--- config.mk ---
export PLATFORM = sky130hd
export DESIGN_NAME = rps_match_scorer
export DESIGN_NICKNAME = d
export VERILOG_FILES = /design/src/rtl/rps_pkg.sv /design/src/rtl/rps_sat_counter.sv /design/src/rtl/rps_match_scorer.sv
export SDC_FILE = /design/constraint.sdc
export NUM_CORES = 1
export LEC_CHECK = 0
export CELL_PAD_IN_SITES_DETAIL_PLACEMENT = 0
export CELL_PAD_IN_SITES_GLOBAL_PLACEMENT = 1
export CORE_AREA = 10 10 70 72
export CTS_CLUSTER_SIZE = 14
export DETAILED_ROUTE_END_ITERATION = 10
export DIE_AREA = 0 0 80 82
export PLACE_DENSITY_LB_ADDON = 0.1
export SLEW_MARGIN = 20
export SYNTH_ARGS = -nofsm -noshare
export SYNTH_HDL_FRONTEND = slang
export SYNTH_SLANG_ARGS = --single-unit
--- constraint.sdc ---
create_clock -name clk -period 1.8 [get_ports clk]
set_clock_uncertainty 0.1 [all_clocks]
set_input_delay 0.36 -clock clk [delete_from_list [all_inputs] [get_ports clk]]
set_output_delay 0.36 -clock clk [all_outputs]
set_load 0.01 [all_outputs]
--- src/rtl/rps_pkg.sv ---
// Shared constants for the stone/paper/scissors match scorer:
// result codes from the round judge, FSM state encoding and winner codes.
package rps_pkg;

   // Round result codes produced by the judge
   localparam logic [7:0] RES_TIE = 8'd0;
   localparam logic [7:0] RES_P1  = 8'd49;
   localparam logic [7:0] RES_P2  = 8'd50;
   localparam logic [7:0] RES_INV = 8'd63;

   // Scorer FSM state encoding
   localparam logic [1:0] IDLE = 2'd0;
   localparam logic [1:0] PLAY = 2'd1;
   localparam logic [1:0] OVER = 2'd2;

   // match_winner encoding
   localparam logic [1:0] WIN_NONE = 2'b00;
   localparam logic [1:0] WIN_P1   = 2'b01;
   localparam logic [1:0] WIN_P2   = 2'b10;
   localparam logic [1:0] WIN_DRAW = 2'b11;

endpackage

--- src/rtl/rps_sat_counter.sv ---
// Saturating up-counter with synchronous clear; en freezes the count entirely.
module rps_sat_counter #(
   parameter int unsigned W = 4
) (
   input  logic         clk,
   input  logic         rst_n,
   input  logic         en,
   input  logic         clr,
   input  logic         inc,
   output logic [W-1:0] count
);

   // Clear has priority over increment; increments stop at all-ones
   always_ff @(posedge clk or negedge rst_n) begin
      if (!rst_n) begin
         count <= '0;
      end else if (en) begin
         if (clr) begin
            count <= '0;
         end else if (inc && (count != {W{1'b1}})) begin
            count <= count + W'(1);
         end
      end
   end

endmodule

--- src/rtl/rps_match_scorer.sv ---
// First-to-WIN_TARGET match scorer fed by the round judge over valid/ready.
// Optional feature macro: RPS_TIE_LIMIT_EN -- MAX_TIES consecutive accepted
// ties end the match as a draw (MAX_TIES exists only in that build).
module rps_match_scorer
   import rps_pkg::*;
#(
   parameter int unsigned WIN_TARGET = 3,
   parameter int unsigned SCORE_W    = 4
`ifdef RPS_TIE_LIMIT_EN
   ,
   parameter int unsigned MAX_TIES   = 5
`endif
) (
   input  logic               clk,
   input  logic               rst_n,
   input  logic               ena,
   input  logic               start,
   input  logic               res_valid,
   input  logic [7:0]         res_code,
   output logic               res_ready,
   output logic [SCORE_W-1:0] p1_score,
   output logic [SCORE_W-1:0] p2_score,
   output logic [SCORE_W-1:0] inv_cnt,
   output logic               match_over,
   output logic [1:0]         match_winner
);

   logic [1:0] state_q;
   logic [1:0] state_d;
   logic       over_d;
   logic [1:0] winner_d;
   logic       accept;
   logic       take;
   logic       code_tie;
   logic       code_p1;
   logic       code_p2;
   logic       code_inv;
   logic       p1_win;
   logic       p2_win;
   logic       tie_end;

   // Ready is combinational on state and ena; upstream sees it in the same cycle
   assign res_ready = ena & (state_q == PLAY);
   assign accept    = res_valid & res_ready;
   // A start in the same cycle drops the result
   assign take      = accept & ~start;

   assign code_tie = (res_code == RES_TIE);
   assign code_p1  = (res_code == RES_P1);
   assign code_p2  = (res_code == RES_P2);
   // '?' and every unrecognised code count as invalid
   assign code_inv = (res_code == RES_INV) | ~(code_tie | code_p1 | code_p2);

   // The increment that reaches WIN_TARGET decides the match on the same edge
   assign p1_win = take & code_p1 & (p1_score == SCORE_W'(WIN_TARGET - 1));
   assign p2_win = take & code_p2 & (p2_score == SCORE_W'(WIN_TARGET - 1));

`ifdef RPS_TIE_LIMIT_EN
   localparam int unsigned TIE_W = $clog2(MAX_TIES + 1);
   logic [TIE_W-1:0] tie_run;

   // Run of consecutive accepted ties; any non-tie accept breaks the run
   rps_sat_counter #(.W(TIE_W)) u_tie_run (
      .clk   (clk),
      .rst_n (rst_n),
      .en    (ena),
      .clr   (start | (accept & ~code_tie)),
      .inc   (take & code_tie),
      .count (tie_run)
   );

   assign tie_end = take & code_tie & (tie_run == TIE_W'(MAX_TIES - 1));
`else
   assign tie_end = 1'b0;
`endif

   rps_sat_counter #(.W(SCORE_W)) u_p1_score (
      .clk   (clk),
      .rst_n (rst_n),
      .en    (ena),
      .clr   (start),
      .inc   (take & code_p1),
      .count (p1_score)
   );

   rps_sat_counter #(.W(SCORE_W)) u_p2_score (
      .clk   (clk),
      .rst_n (rst_n),
      .en    (ena),
      .clr   (start),
      .inc   (take & code_p2),
      .count (p2_score)
   );

   rps_sat_counter #(.W(SCORE_W)) u_inv_cnt (
      .clk   (clk),
      .rst_n (rst_n),
      .en    (ena),
      .clr   (start),
      .inc   (take & code_inv),
      .count (inv_cnt)
   );

   // Next state and next match result
   always_comb begin
      state_d  = state_q;
      over_d   = match_over;
      winner_d = match_winner;
      case (state_q)
         IDLE, OVER: begin
            if (start) begin
               state_d  = PLAY;
               over_d   = 1'b0;
               winner_d = WIN_NONE;
            end
         end
         PLAY: begin
            if (start) begin
               over_d   = 1'b0;
               winner_d = WIN_NONE;
            end else if (p1_win) begin
               state_d  = OVER;
               over_d   = 1'b1;
               winner_d = WIN_P1;
            end else if (p2_win) begin
               state_d  = OVER;
               over_d   = 1'b1;
               winner_d = WIN_P2;
            end else if (tie_end) begin
               state_d  = OVER;
               over_d   = 1'b1;
               winner_d = WIN_DRAW;
            end
         end
         default: begin
            state_d  = IDLE;
            over_d   = 1'b0;
            winner_d = WIN_NONE;
         end
      endcase
   end

   // State and match result registers, frozen while ena is low
   always_ff @(posedge clk or negedge rst_n) begin
      if (!rst_n) begin
         state_q      <= IDLE;
         match_over   <= 1'b0;
         match_winner <= WIN_NONE;
      end else if (ena) begin
         state_q      <= state_d;
         match_over   <= over_d;
         match_winner <= winner_d;
      end
   end

endmodule

==> metrics list, run 1 <==
* Finished Core Util: about 49%
- The number of nets handed over by synthesis was 133.
- Setup total negative slack on the finished layout was measured at -0.0148 ns.
- The endpoint identified for the worst register-to-register timing path is u_p1_score.count[3].
- At the end of routability-driven placement, the weighted congestion stood at 0.816.
- Clock transition at path regs: between 0.1 and 0.15 ns
* DPL Wire Length: 2440 microns
- For this run, the leading register cell type out of synthesis is dfrtp_1.
* Required time at the endpoint of the critical path: 1.89 ns
- Violated checks: setup timing
* Total clock buffers created by CTS: 3
- The pre-antenna-repair detailed-routing pass consisted of 4 iterations.
- The worst register-to-register path has a depth of 5.
- For this run the aggregate overflow at the end of global routing stands at 0.
- Number of warnings issued by yosys: 0
- Relative area change from synthesis to final layout: 57.4%
* Fraction of met3 tracks used by global routing: between 2 and 3%
* Diodes inserted: 0
- In the global route stage, met1 resource usage came out at 12.7%.
* Total clock sinks: 17
* Antenna violations before repair: 0
- Global routing used 10.2% of the available tracks across all layers.
* Die Outline Area: 0.00656 sq mm
- The flow ran to the end, but the final reports show violations.
* Crit path capture type: flip-flop
- Avg WL per Cell: 14.7 microns
- The number of global-route vias before repair is 1161.
- R2r setup slk: around 0.02 ns
* Worst rel slew slack: roughly 70%
- TritonCTS built the clock tree.
- In this run the number of H-tree levels came out at 1.
* Max Freq: 551 MHz
* Count of placed standard cells in the final layout, fillers left out: 223
- After layout, the worst setup slack is -0.0148 ns.
* Number of hold violations in the final report: 0
- The count of buffers added on input and output ports is 28.
- Unrepaired setup endpoints after global routing: true
- Static leakage power: 0.000815 uW
- Detailed-route DRC error count: 0
* Total number of vias: between 1000 and 1500
- Synthesis inferred 17 register bits.
* Number of hold buffers added after cts: 0
* Global-route wire length before repair: roughly 5500 microns
- Measured along the x axis, the die boundary spans 80 microns.
* Placed cells: 204
- Distinct cells, synth: 41
- The region available for standard cell placement spans 0.00358 sq mm.
- STA classifies the critical path startpoint as an input pin.
- Routed WL: 3270 microns
* Data arrival time at the worst-slack endpoint: ~1.9 ns
- Maximum number of pins on one net before global-route repair: 18
- Final critical-path required period: between 1.5 and 2 ns
- Height of the chip: 82 microns
* Share of post-route cells with drive strength above 1: a little over a third
* IR Drop Worst-Case VDD: about 230 uV
* Number of enable-type register cells in the synthesized netlist: 0
- Most Crowded Layer GR: met2
- The worst setup path is of the in -> reg kind.
- In the finished design, the share of the clock period the worst path needs comes to 101%.
- Number of primary I/O pins: 29
- Share of async-settable or async-resettable flops after synthesis: 100%
- Power spread over the standard cell area amounts to about 500 mW/mm^2.
* Worst Setup Slack post-DPL: -0.720 ns
- Final Max Tran Viols: 0
- Cell count after synthesis: 115
* Avg Synthesized Cell Area: 9.74 sq um
* Last element of the critical path: state_q[0]
- The cell sitting at the root of the clock tree is a clkbuf_4.
- Biggest fanout along the worst timing path: 5
- The tool flagged a number of max-cap violations equal to 0.
- The critical path starts at res_code[3].
- The initialized floorplan defines 22 standard-cell rows.
* Number of buffers on the longest clock path: 2
* Met2 usage in global routing: 16.8%
* Initial standard-cell utilization of the core: 31.3%
- Filler cells: 359
- Final nets: between 150 and 200
- Mapped Area: 0.00112 sq mm
* Clock latency on the worst-skew pair: ~0.30 ns
- Count of final setup violators: 1
* Tightest Hold Check Type: in -> async
- The worst register-to-register path begins at state_q[1].
- Post-synthesis sequential area ratio: 38.0%
* Antenna-violating nets left: 0
- Average via count per standard cell: between 5 and 6
- At the pin with the least slew margin, the transition time is 0.440 ns.
- The first routing iteration left 92 violations.
## registers in the layout, summed over array words and instances, names as in the netlist
signal / flops
u_inv_cnt.count: 4
u_p2_score.count: 4
u_p1_score.count: 4
match_winner: 2
state_q: 2
match_over: 1
## cells by family (layout without fill, tap and decap cells)
| kind of cell | count (synthesis) | in the layout | share of synthesized area [%] |
|---|---|---|---|
| AO/OA/AOI/OAI | 29 | 29 | 19.6 |
| adder cells (fa/ha/maj) | 5 | 5 | 5.59 |
| buffers and inverters | 7 | 67 | 3.69 |
| flip-flops | 17 | 17 | 38.0 |
| multiplexers | 3 | 3 | 2.68 |
| AND/OR/NAND/NOR | 54 | 54 | 30.5 |
## what timing repair did
action / 4_1_cts / 5_1_grt
hold endpoints to repair: 0 / 0
buffers inserted: 6 / 9
gates resized for setup: 38 / 15
setup endpoints to repair: 22 / 23
pin swaps: 16 / 8
## layer usage
metal / vias up / wire, microns / share of wire, %
met5: - / 0 / 0
met3: 2 / 160 / 4.9
met1: 537 / 1440 / 44
li1: 564 / - / -
met4: 0 / 19 / 0.58
met2: 18 / 1650 / 50
## layout make-up
cell class | count | area [sq um] | area share (%)
Multi-Input combinational cell | 91 | 712 | 40.4
Timing Repair Buffer | 58 | 512 | 29.0
Sequential cell | 17 | 430 | 24.4
Tap cell | 48 | 60.1 | 3.41
Clock buffer | 3 | 22.5 | 1.28
Inverter | 5 | 18.8 | 1.06
Clock inverter | 1 | 7.51 | 0.426
## report_power, final
part	internal [uW]	leakage, uW	switching [uW]	total [uW]
Combinational	132	0.000579	107	239
Sequential	401	0.000222	18.5	420
Clock	84.5	0.0000139	142	226
## critical path, cell delays in order
cell and delay (ns):
buf_8 0.10, or4b_4 0.53, or4b_4 0.58, a21oi_4 0.23, o22ai_2 0.10
## cells in the final DEF (no fill, tap or decap), drive strengths merged, types with 2 or more instances in the layout
master and instances:
o211ai 2, nand3 8, clkdlybuf4s50 14, nand2 13, a31oi 2, and3 2
dlymetal6s2s 4, o31ai 2, buf 34, ha 5, nor2 5, or4 3
clkbuf 4, nand4b 3, dlygate4sd2 5, nand2b 4, nor3 3, a31o 4
dfrtp 17, a21oi 4, inv 5, nand4 2, a21boi 2, o21ai 5
mux2i 3, or4b 4
## cells in the mapped netlist (all sizes together), types with 2 or more instances
cell type  count  share of area [%]
a21boi         2                1.3
a21oi          4                2.8
a31o           4                3.1
a31oi          2                1.1
and3           2                1.2
buf            2                2.0
dfrtp         17                 38
ha             5                5.6
inv            5                1.7
mux2i          3                2.7
nand2         13                4.4
nand2b         4                2.2
nand3          8                3.6
nand4          2                1.7
nand4b         3                2.3
nor2           5                1.7
nor3           3                1.3
o211ai         2                1.3
o21ai          5                2.2
o31ai          2                1.3
or4            3                2.0
or4b           4                4.2
## metrics by stage
step	hold slack (ns)	instance area [sq um]	power, uW
after floorplan	-0.0356	1130	515
after global placement	0.400	1560	630
after detailed placement	0.415	1560	635
after CTS	0.280	1660	876
after global routing	0.293	1760	946
final	0.276	1760	885
## worst min path at each step
stage                          start         end  slack [ns]  depth (start not counted)
after floorplan                rst_n  match_over       -0.04                          0
after global placement    match_over  match_over        0.40                          2
after detailed placement  match_over  match_over        0.41                          2
after CTS                      rst_n  match_over        0.28                          2
after global routing           rst_n  match_over        0.29                          2
final                          rst_n  match_over        0.28                          2
Note: power is estimated with default switching activity, not from simulation.
==> run 2: changes to the inputs <==
--- a/config.mk
+++ b/config.mk
@@ -11,6 +11,7 @@
 export CTS_CLUSTER_SIZE = 14
 export DETAILED_ROUTE_END_ITERATION = 10
 export DIE_AREA = 0 0 80 82
+export GPL_ROUTABILITY_DRIVEN = 0
 export PLACE_DENSITY_LB_ADDON = 0.1
 export SLEW_MARGIN = 20
 export SYNTH_ARGS = -nofsm -noshare
==> results of run 2 <==
Final layout, timing and power as in run 1 (identical DEF).
==> RTL edit 1 (config.mk and constraints of run 2) <==
Register the output `inv_cnt`, with the module's reset; this adds one clock of latency there. The other outputs are not delayed to match.
--- a/src/rtl/rps_match_scorer.sv
+++ b/src/rtl/rps_match_scorer.sv
@@ -26,2 +26,4 @@
 );
+
+   logic [SCORE_W-1:0] inv_cnt_d;
 
@@ -100,3 +102,3 @@
       .inc   (take & code_inv),
-      .count (inv_cnt)
+      .count (inv_cnt_d)
    );
@@ -155,2 +157,10 @@
 
+   always_ff @(posedge clk or negedge rst_n) begin
+      if (!rst_n) begin
+         inv_cnt <= '0;
+      end else begin
+         inv_cnt <= inv_cnt_d;
+      end
+   end
+
 endmodule
Behaviour: not the same (Yosys sat finds a counterexample within 4 cycles, from zero or initial values and one cycle with rst_n low).
==> RTL edit 1 against run 2 <==
  * Sequential cell count increased by 4
  * Wire length decreased by 1.7%
  * Via count increased by 1.4%
  * Largest power group unchanged
  * Register-to-register slack improved by 0.07 ns
  * Setup slack improved by 0.064 ns
  * Power increased by 21%
  * Global-route usage decreased by 0.58 points
  * Design area increased by 0.92%
  * Critical path depth unchanged
  * Synthesized area increased by 7.6%
==> RTL edit 1: results (changes against run 2) <==
[run_status]
status = finished, final reports clean

[yosys]
synth_commonest_cells = dfrtp_1, nand2_1, inv_1, nand3_1
avgSynthCellArea_sq_um = 10.04  ; +3.1%
synth_area_leaders = dfrtp_1, nand2_1, ha_1, nor4_4, mux2i_1
synth.distinct_cells = 38  ; -7.3%
ys_seq_area_frac = 0.4361  ; +0.05625
synth_async_sr_flop_share = 1.000  ; unchanged
yosysWarnings = 0  ; unchanged
syn_nets = 138  ; +3.8%

[setup_path]
cp.arrival_ns = 1.88  ; -0.03 ns
critPathMaxFanout = 8  ; +3

[sta]
setup-tns-final_ns = 0  ; +0.01478 ns
tightest_slew_ns = 0.3281  ; -0.1118 ns

[placement]
placed_cell_area_sq_um = 1687  ; +8.1%
dp_slack_ns = -0.5237  ; +0.1968 ns
dpl.hpwl_mm = 2.477  ; +1.5%
portBuffers = 28  ; unchanged
dp_cells = 213  ; +4.4%

[worst_hold_path]
min_path_type = in -> async

[power_and_ir_drop]
p_sw_frac = 0.3006  ; -0.001880
p_seq_mw = 0.565  ; +35%
p_switching_mw = 0.3215  ; +20%
power.leakage_nw = 0.8833  ; +8.4%
ir_drop_mv = 0.3534  ; +51%
p_comb_frac = 0.246  ; -0.024

[grt]
grt_first_pass_wirelength_mm = 5.092  ; -7.2%
grt_max_degree = 22  ; +4
antenna_found_initial = 0  ; unchanged
met1_usage = 0.1187  ; -0.008517
grt_use_met3 = 0.02838  ; +0.001092
use_met2 = 0.1597  ; -0.008026
grt_usage = 0.09623  ; -0.005799
grt_pass1_vias = 1056  ; -9.0%

[cts]
ctsResizeCount = 21  ; -45%
clk_pin_slew_worst_paths_ns = 0.13
insertion_delay_ns = 0.31
cts-htree-levels = 1  ; unchanged
cts_post_setup_buffers_inserted = 1  ; -5
cts.path.max_buffers = 2  ; unchanged
clock-root-buffer = clkbuf_4
cts_inserted_buffers = 3  ; unchanged

[detailed_routing]
avgViaCountPerCell = 5.122  ; +1.9%
wl_met1_mm = 1.477  ; +2.6%
met3_length_um = 176  ; +10%
wl_mm = 3.212  ; -1.7%
routedWlPerCell_um = 14.47  ; -1.2%
routed.top_layer = met4
first_iter_violations = 82  ; -11%
first_pass_iters = 4  ; unchanged
wl_met2_mm = 1.541  ; -6.4%

[layout]
n_antenna_cell = 0  ; unchanged
layout.nets = 193  ; -0.52%
drive_above_1_share = 0.2356  ; -0.1244

[RTL edit 1: cell types whose count changed after synthesis, moves of 3 or more]
cell	delta
inv_1	+3
and3_1	+3
dfrtp_1	+4
o21ai_0	-3
nand2_1	+4
nor2_1	-4
[RTL edit 1: kinds of logic after synthesis]
family	after synthesis	share of synthesized area
AOI/OAI and AO/OA	26	0.1579
adders and majority gates	5	0.05192
buffers and inverters	10	0.03116
DFF	21	0.4361
muxes	4	0.03323
and+or+nand+nor	54	0.2897
[RTL edit 1: path summary, 6_finish.rpt]
check,from,endpoint,slack [ns],depth (start not counted)
worst max-delay path,res_code[5],u_inv_cnt.count[1]$_DFFE_PN0P_,0.05,5
worst min-delay path,rst_n,u_p1_score.count[1]$_DFFE_PN0P_,0.29,2
worst max register to register,u_p1_score.count[0]$_DFFE_PN0P_,state_q[0]$_DFFE_PN0P_,0.09,6
worst min register to register,u_inv_cnt.count[1]$_DFFE_PN0P_,inv_cnt[1]$_DFF_PN0_,0.37,0
max in group asynchronous,rst_n,match_winner[1]$_DFFE_PN0P_,1.10,2
min in group clk,u_inv_cnt.count[1]$_DFFE_PN0P_,inv_cnt[1]$_DFF_PN0_,0.37,0
[RTL edit 1: worst max-delay path, stage by stage]
cell             delay, ns
clkdlybuf4s50_1       0.44
or4_4                 0.44
a31o_4                0.29
a211o_1               0.25
o211ai_1              0.09
[RTL edit 1: cell type report]
cell class | instances | area [sq um]
clock buffer | 3 | 22.52
clock inverter | 1 | 5.005
fill | 361 | 1799
inverter | 8 | 30.03
multi-input combinational | 89 | 678.2
sequential | 21 | 525.5
tap | 48 | 60.06
timing repair buffer | 52 | 457.9
==> RTL edit 2 (flow settings as in run 2) <==
Made on the original files. Build with the macro `RPS_TIE_LIMIT_EN` defined.
--- a/src/rtl/rps_match_scorer.sv
+++ b/src/rtl/rps_match_scorer.sv
@@ -3,2 +3,4 @@
 // ties end the match as a draw (MAX_TIES exists only in that build).
+`define RPS_TIE_LIMIT_EN
+
 module rps_match_scorer
Behaviour: not the same (a bounded check fails within 10 cycles, from zero or initial values and one cycle with rst_n low).
==> RTL edit 2 against run 2 <==
  * Wire length rose by 4.8%
  * Synthesized cell count rose by 11%
  * Setup slack improved by 0.072 ns
  * Power rose by 11%
  * Utilization rose by 4.4 points
  * Synthesized area rose by 11%
  * First-iteration DRC count fell by 60%
  * Sequential power rose by 14%
  * Sequential cell count rose by 3
  * Design area rose by 8.9%
  * Largest cell class unchanged
==> RTL edit 2: results (changes against run 2) <==
[run_status]
status = finished, final reports clean

[yosys]
synth.distinct_cells = 42  ; +2.4%
ys_dominant_reg_cell = dfrtp_1
synth_commonest_cells = dfrtp_1, nand2_1, nor2_1, ha_1, nand3_1
synth_async_sr_flop_share = 1.000  ; unchanged
yosysWarnings = 0  ; unchanged
synth_area_leaders = dfrtp_1, ha_1, mux2i_1, nand2_1, nand3_1
syn_nets = 149  ; +12%
ys_seq_area_frac = 0.4024  ; +0.02253

[detailed_routing]
routedWlPerCell_um = 14.26  ; -2.6%
first_iter_violations = 37  ; -60%
first_pass_iters = 4  ; unchanged
drtAntennaViolNets = 0  ; unchanged
num_vias = 1189  ; +6.1%

[placement]
placed_cell_area_sq_um = 1742  ; +12%
dp_slack_ns = -0.3631  ; +0.3574 ns
dpl.hpwl_mm = 2.611  ; +7.0%
portBuffers = 28  ; unchanged

[layout]
reg_top3 = u_inv_cnt.count x4, u_p1_score.count x4, u_p2_score.count x4
fillers = 343  ; -4.5%
layout.nets = 214  ; +10%
drive_above_1_share = 0.2865  ; -0.07354
n_antenna_cell = 0  ; unchanged

[cts]
cts-htree-levels = 1  ; unchanged
cts.path.max_buffers = 2  ; unchanged
insertion_delay_ns = 0.30  ; about the same
clk_pin_slew_worst_paths_ns = 0.12  ; about the same
cts_inserted_buffers = 3  ; unchanged

[setup_path]
cp.arrival_ns = 1.85  ; -0.06 ns
critPathMaxFanout = 4  ; -1
slowest_stage = dfrtp_1
crit_path_max_incr_delay_ns = 0.43  ; -0.15 ns
cpLargestDelayFamily = simple AND/OR/NAND/NOR gates

[grt]
grt_first_pass_wirelength_mm = 5.609  ; +2.3%
grt_usage = 0.1090  ; +0.006929
grt_max_degree = 21  ; +3

[flow_run]
maxCapViolations = 0  ; unchanged

[worst_hold_path]
min_path_type = in -> async

[power_and_ir_drop]
intPower_mw = 0.7118  ; +15%
ir_drop_mv = 0.2781  ; +19%
power.leakage_nw = 0.9683  ; +19%

[sta]
relSlewSlack = 0.6867  ; -0.01697

-- RTL edit 2: cell types whose count changed after synthesis, sizes merged, moves of 4 or more --
cell / delta
nor2: +5
a31o: -4
nand4: +4
or4b: -4
-- RTL edit 2: logic make-up after synthesis --
logic type                 Yosys count  synth area share
DFF                                 20            0.4024
and+or+nand+nor                     58            0.2847
buffers and inverters                9           0.03320
adders and majority gates            8           0.08049
AOI/OAI and AO/OA                   25            0.1358
muxes                                6           0.04930
xor gates and xnor gates             2           0.01409
-- RTL edit 2: layer usage --
metal,vias to the layer above,routed length [um],global-route usage
met2,23,1531,0.1742
met3,2,208,0.03493
met5,-,0,0
met1,569,1665,0.1354
li1,595,-,-
met4,0,19,0.03697
-- RTL edit 2: layout make-up --
class | count | area, sq um | area share
flip-flops and latches | 20 | 504.2 | 0.2627
repair buffers | 62 | 553.0 | 0.2881
multi-input cells | 99 | 739.5 | 0.3853
inverters | 7 | 26.28 | 0.01369
well taps | 48 | 60.06 | 0.03129
clock buffers | 4 | 36.28 | 0.01890
-- RTL edit 2: final timing paths --
check / from / end / slack [ns] / cells after the start
max: state_q[1]$_DFFE_PN0P_ / match_winner[1]$_DFFE_PN0P_ / 0.06 / 5
min: rst_n / u_inv_cnt.count[0]$_DFFE_PN0P_ / 0.29 / 2
max reg2reg: state_q[1]$_DFFE_PN0P_ / match_winner[1]$_DFFE_PN0P_ / 0.06 / 5
min reg2reg: match_winner[0]$_DFFE_PN0P_ / match_winner[0]$_DFFE_PN0P_ / 0.40 / 1
max in group asynchronous: rst_n / u_p1_score.count[3]$_DFFE_PN0P_ / 1.06 / 2
min in group clk: ena / u_inv_cnt.count[0]$_DFFE_PN0P_ / 0.34 / 3
-- RTL edit 2: power by group through the flow --
| stage | clock (mW) | combinational, mW | sequential, mW |
|---|---|---|---|
| after floorplan | 0 | 0.0826 | 0.496 |
| after global placement | 0 | 0.215 | 0.491 |
| after detailed placement | 0 | 0.217 | 0.492 |
| after CTS | 0.284 | 0.218 | 0.482 |
| after global routing | 0.310 | 0.257 | 0.479 |
| final | 0.272 | 0.230 | 0.477 |
-- RTL edit 2: stage by stage --
step           TNS (ns)  hold WS (ns)  instances  utilization
2_1_floorplan         0      -0.03559        128            -
3_3_place_gp     -5.508        0.3678        225       0.4867
3_5_place_dp     -5.827        0.3749        225       0.4867
4_1_cts               0        0.2993        232       0.5066
5_1_grt        -0.02593        0.3110        240       0.5364
6_report              0        0.2943        240       0.5364
-- RTL edit 2: timing repair --
item                       CTS  global route
gates resized for setup      9            17
setup endpoints to repair   10            20
buffers inserted             3             8
pin swaps                    2             5
cloned                       0             0
